--- src/rtl/data_mem_if.sv ---
// Bus bundle for the data memory: shared address, write port and
// combinational read port.
interface data_mem_if #(
  parameter int DATA_W = 16,
  parameter int ADDR_W = 3
);
  logic              sig_mem_write;
  logic              sig_mem_read;
  logic [ADDR_W-1:0] addr;
  logic [DATA_W-1:0] write_data;
  logic [DATA_W-1:0] read_data_out;

  // Requester side: drives enables, address and write data.
  modport master (
    output sig_mem_write,
    output sig_mem_read,
    output addr,
    output write_data,
    input  read_data_out
  );

  // Memory side: consumes the request, returns read data.
  modport slave (
    input  sig_mem_write,
    input  sig_mem_read,
    input  addr,
    input  write_data,
    output read_data_out
  );
endinterface

--- src/rtl/data_mem.sv ---
// Small register-file style data memory.
// Synchronous write, zero-latency combinational read gated by the read
// enable, and an asynchronous reset that reloads a fixed init table.
module data_mem #(
  parameter int DATA_W = 16,
  parameter int ADDR_W = 3
) (
  input logic        clk,
  input logic        rst,
  data_mem_if.slave  bus
);

  localparam int DEPTH = 2 ** ADDR_W;

  logic [DATA_W-1:0] mem_q [DEPTH];
  logic [DATA_W-1:0] mem_d [DEPTH];

  // Reset image: word 0 = 69, word 2 = 9, everything else zero.
  function automatic logic [DATA_W-1:0] init_word(input int idx);
    case (idx)
      0:       init_word = DATA_W'(69);
      2:       init_word = DATA_W'(9);
      default: init_word = '0;
    endcase
  endfunction

  // Next-state of the array: hold every word, overwrite the addressed one on a write.
  always_comb begin
    // NOTE: the whole array gets its hold value first so no path leaves a word unassigned (no latch).
    for (int i = 0; i < DEPTH; i++) begin
      mem_d[i] = mem_q[i];
    end
    if (bus.sig_mem_write) begin
      mem_d[bus.addr] = bus.write_data;
    end
  end

  // Storage register: async reload of the init table, otherwise take the next state.
  always_ff @(posedge clk or posedge rst) begin
    if (rst) begin
      // NOTE: the array is reset on purpose; the reset contents are a functional table, and it is only 8 flops-words.
      for (int i = 0; i < DEPTH; i++) begin
        mem_q[i] <= init_word(i);
      end
    end else begin
      // NOTE: non-blocking so every word updates from pre-edge values, giving old-data on same-cycle read/write.
      for (int i = 0; i < DEPTH; i++) begin
        mem_q[i] <= mem_d[i];
      end
    end
  end

  // Read port reads stored state only (no write bypass) and is not gated by reset.
  assign bus.read_data_out = bus.sig_mem_read ? mem_q[bus.addr] : '0;

endmodule

--- src/flat_wrapper.sv ---
// flat-port wrapper written by rule: the top's interface ports become plain ports
module data_mem_flat 
#(
  parameter int DATA_W = 16,
  parameter int ADDR_W = 3
)
  (clk, rst, bus_sig_mem_write, bus_sig_mem_read, bus_addr, bus_write_data, bus_read_data_out);
  data_mem_if #(.DATA_W(DATA_W), .ADDR_W(ADDR_W)) bus_i ();
  input logic clk;
  input logic rst;
  input wire logic [$bits(bus_i.sig_mem_write)-1:0] bus_sig_mem_write;
  input wire logic [$bits(bus_i.sig_mem_read)-1:0] bus_sig_mem_read;
  input wire logic [$bits(bus_i.addr)-1:0] bus_addr;
  input wire logic [$bits(bus_i.write_data)-1:0] bus_write_data;
  output wire logic [$bits(bus_i.read_data_out)-1:0] bus_read_data_out;
  assign bus_i.sig_mem_write = bus_sig_mem_write;
  assign bus_i.sig_mem_read = bus_sig_mem_read;
  assign bus_i.addr = bus_addr;
  assign bus_i.write_data = bus_write_data;
  assign bus_read_data_out = bus_i.read_data_out;
  data_mem #(.DATA_W(DATA_W), .ADDR_W(ADDR_W)) u_core (.clk(clk), .rst(rst), .bus(bus_i));
endmodule
--- config.mk ---
export PLATFORM = sky130hd
export DESIGN_NAME = data_mem_flat
export DESIGN_NICKNAME = d
export VERILOG_FILES = /design/src/rtl/data_mem_if.sv /design/src/rtl/data_mem.sv /design/src/flat_wrapper.sv
export SDC_FILE = /design/constraint.sdc
export NUM_CORES = 1
export LEC_CHECK = 0
export BUFFER_PORTS_ARGS = -buffer_cell sky130_fd_sc_hd__buf_2
export CORE_ASPECT_RATIO = 0.8
export CORE_MARGIN = 5
export CORE_UTILIZATION = 68
export CTS_BUF_LIST = sky130_fd_sc_hd__clkbuf_4 sky130_fd_sc_hd__clkbuf_8
export DETAILED_ROUTE_END_ITERATION = 12
export PLACE_DENSITY_LB_ADDON = 0.08
export SLEW_MARGIN = 20
export SYNTH_ARGS = -nofsm -noshare
export SYNTH_HDL_FRONTEND = slang
export SYNTH_SLANG_ARGS = --single-unit
export TNS_END_PERCENT = 5
--- constraint.sdc ---
create_clock -name clk -period 7.94 [get_ports clk]
set_clock_uncertainty 0.2 [all_clocks]
set_input_delay 1.191 -clock clk [delete_from_list [all_inputs] [get_ports clk]]
set_output_delay 1.191 -clock clk [all_outputs]
set_load 0.005 [all_outputs]
==> results.toml <==
[grt]
grt_pass1_wl_um = 20300
grt_use_total_pct = 25.1
grt_max_degree = 82
overflow = 0
grt_pass1_vias = 3922
antenna_found_initial = 0

[clock_network]
cts-root-buf = "clkbuf_8"
cts.path.max_buffers = 2
clkTransAtPathRegs_ns = 0.07
clock_latency_ns = 0.43
cts_htree_levels = 4
cts-resized-gates = 0
cts_tree = "built"
ctsHoldBuffers = 0
postCtsSetupBuffers = 0
cts_made_buffers = 17
clock-sinks = 128

[logic_synthesis]
syn-num-nets = 462
avgSynthCellArea_um2 = 13.7
synth.area.top_cells = "dfrtp_1, mux2_2, mux2i_1"
yosys.cell_types.count = 40
ys_ff_latch = 128
synth_top_area_share_pct = 51.0
synth_cells = 439
netlist_area_um2 = 6030
synth.largest_area_cell = "dfrtp_1"
yosys_warnings = 0
ys_seq_area_share_pct = 53.2

[worst_setup_path]
crit_fanout = 42
cpMostUsedCell = "buf_2"
crit_path_top_delay_cell = "buf_2"
required_ns = 6.55
cp_slowest_stage_delay_ns = 0.76
crit_chain = "buf_2, buf_4, and2b_1, a22oi_1, o22ai_1, o21a_1, buf_2"
start_kind = "input pin"
cp.arrival_ns = 3.36
end_kind = "output port"
worstSetupPathType = "input pin to output port"

[die]
pin_count = 39
fp.dieH_um = 94.3
fp.coreArea_um2 = 8560
die_area_um2 = 10900
rows = 30
start_util_pct = 70.5
die_w_um = 115

[pwr]
power.density_nw_per_um2 = 254
ir_drop_mv = 0.205
leakagePower_uw = 0.00293

[timing]
slew_headroom_pct = 29.9
fin_crit_sh_pct = 59.9
hold_slack_ns = 0.306
timing.fmax_mhz = 210
timing.final.crit_period_ns = 4.75
rsz0062_at_grt = "false"
finalHoldViolCount = 0
fin_setup_tns_ns = 0
worst_pin_slew_ns = 1.05
setup_violations = 0
final-max-slew-violation-count = 0

[final_layout]
top_regs = "u_core.mem_q: 128 flops"
largest_reg_flops = 128
final_cell_mix = "mux2_2, dfrtp_1, mux2i_1"
final_common_cell = "mux2_2"
syn_to_final_growth_pct = 8.52
stdcell_count = 594
diodes = 0
largest_register = "u_core.mem_q"
drive_gt1_share_pct = 45.0
fill_cells = 546
layout.nets = 493

[route]
drt_iter0_markers = 270
viasPerCell = 6.28
dr.pass1.iters = 5
ant_nets = 0
finalWirelength_um = 12500
drc = 0
via_count = 3730
wl_per_cell_um = 21.0

[placement]
io_buffers = 38
hpwl_um = 7500
post-place-cells = 563
place.gp.congestion = 0.745

[flow_run]
maxCapViolCount = 0

[hold_path]
hp-class = "flip-flop to flip-flop"

[outcome]
outcome = "complete, no violations"
-- cell families after synthesis --
logic type             after synthesis  synth area share (%)
DFF                                128                  53.2
AOI/OAI and AO/OA                   67                  7.80
buffers and inverters               33                  3.32
muxes                              173                  31.4
and+or+nand+nor                     38                  4.31
-- path summary, 6_finish.rpt --
| kind | end | depth (start not counted) | slack, ns | startpoint |
|---|---|---|---|---|
| worst max register to register | u_core.mem_q[76] | 1 | 6.95 | u_core.mem_q[76] |
| worst min-delay path | u_core.mem_q[103] | 1 | 0.31 | u_core.mem_q[103] |
| min in group asynchronous | u_core.mem_q[77] | 2 | 0.62 | rst |
| max in group asynchronous | u_core.mem_q[22] | 3 | 5.81 | rst |
| worst min register to register | u_core.mem_q[103] | 1 | 0.31 | u_core.mem_q[103] |
| worst max-delay path | bus_read_data_out[14] | 7 | 3.19 | bus_addr[0] |
-- worst max-delay path: cells and delay by family --
family | cells | cell delay (ns)
AO/OA/AOI/OAI | 3 | 0.51
buffers and inverters | 3 | 1.32
AND/OR/NAND/NOR | 1 | 0.30
-- report_power, final --
part | switching [uW] | total, uW | internal, uW
logic | 130 | 305 | 175
registers | 71.5 | 871 | 800
clock network | 228 | 489 | 260
-- cell usage after synthesis (all sizes together) --
cell,instances
dfstp,5
o21ai,4
and2,2
buf,24
mux2i,43
nand2,10
a21oi,7
nand3,3
mux2,130
a311oi,1
dfrtp,123
clkbuf,4
o32ai,5
a22oi,8
a21boi,1
o22ai,16
nor3,2
a2bb2oi,2
and3,2
nand3b,2
a211oi,7
or2,2
o31a,3
and2b,2
o221ai,1
nor2,5
nor2b,1
inv,5
nand4b,1
nand2b,5
o21a,12
nor3b,1
-- per-layer routing --
layer	global-route usage [%]	wire length, um	vias to the layer above
li1	-	-	1682
met1	31.8	5360	1932
met3	6.76	558	13
met2	41.4	6410	103
met5	0	0	-
met4	8.99	153	0
-- layout make-up --
cell class / count / area [um2] / share of cell area, %
Clock inverter: 3 / 15.0 / 0.229
Multi-Input combinational cell: 278 / 2630 / 40.1
Clock buffer: 28 / 329 / 5.02
Inverter: 5 / 21.3 / 0.325
Sequential cell: 128 / 3210 / 49.0
Timing Repair Buffer: 40 / 209 / 3.19
Tap cell: 112 / 140 / 2.14
-- per-stage QoR --
step           util, %  cell area, um2  worst slack, ns  total power (uW)
2_1_floorplan        -            6030             3.14              1100
4_1_cts           76.5            6550             3.22              1680
6_report          76.5            6550             3.19              1670
5_1_grt           76.5            6550             3.10              1750
3_5_place_dp      72.5            6200             3.23              1190
3_3_place_gp      72.5            6200             3.24              1160
Note: power is estimated with default switching activity, not from simulation.
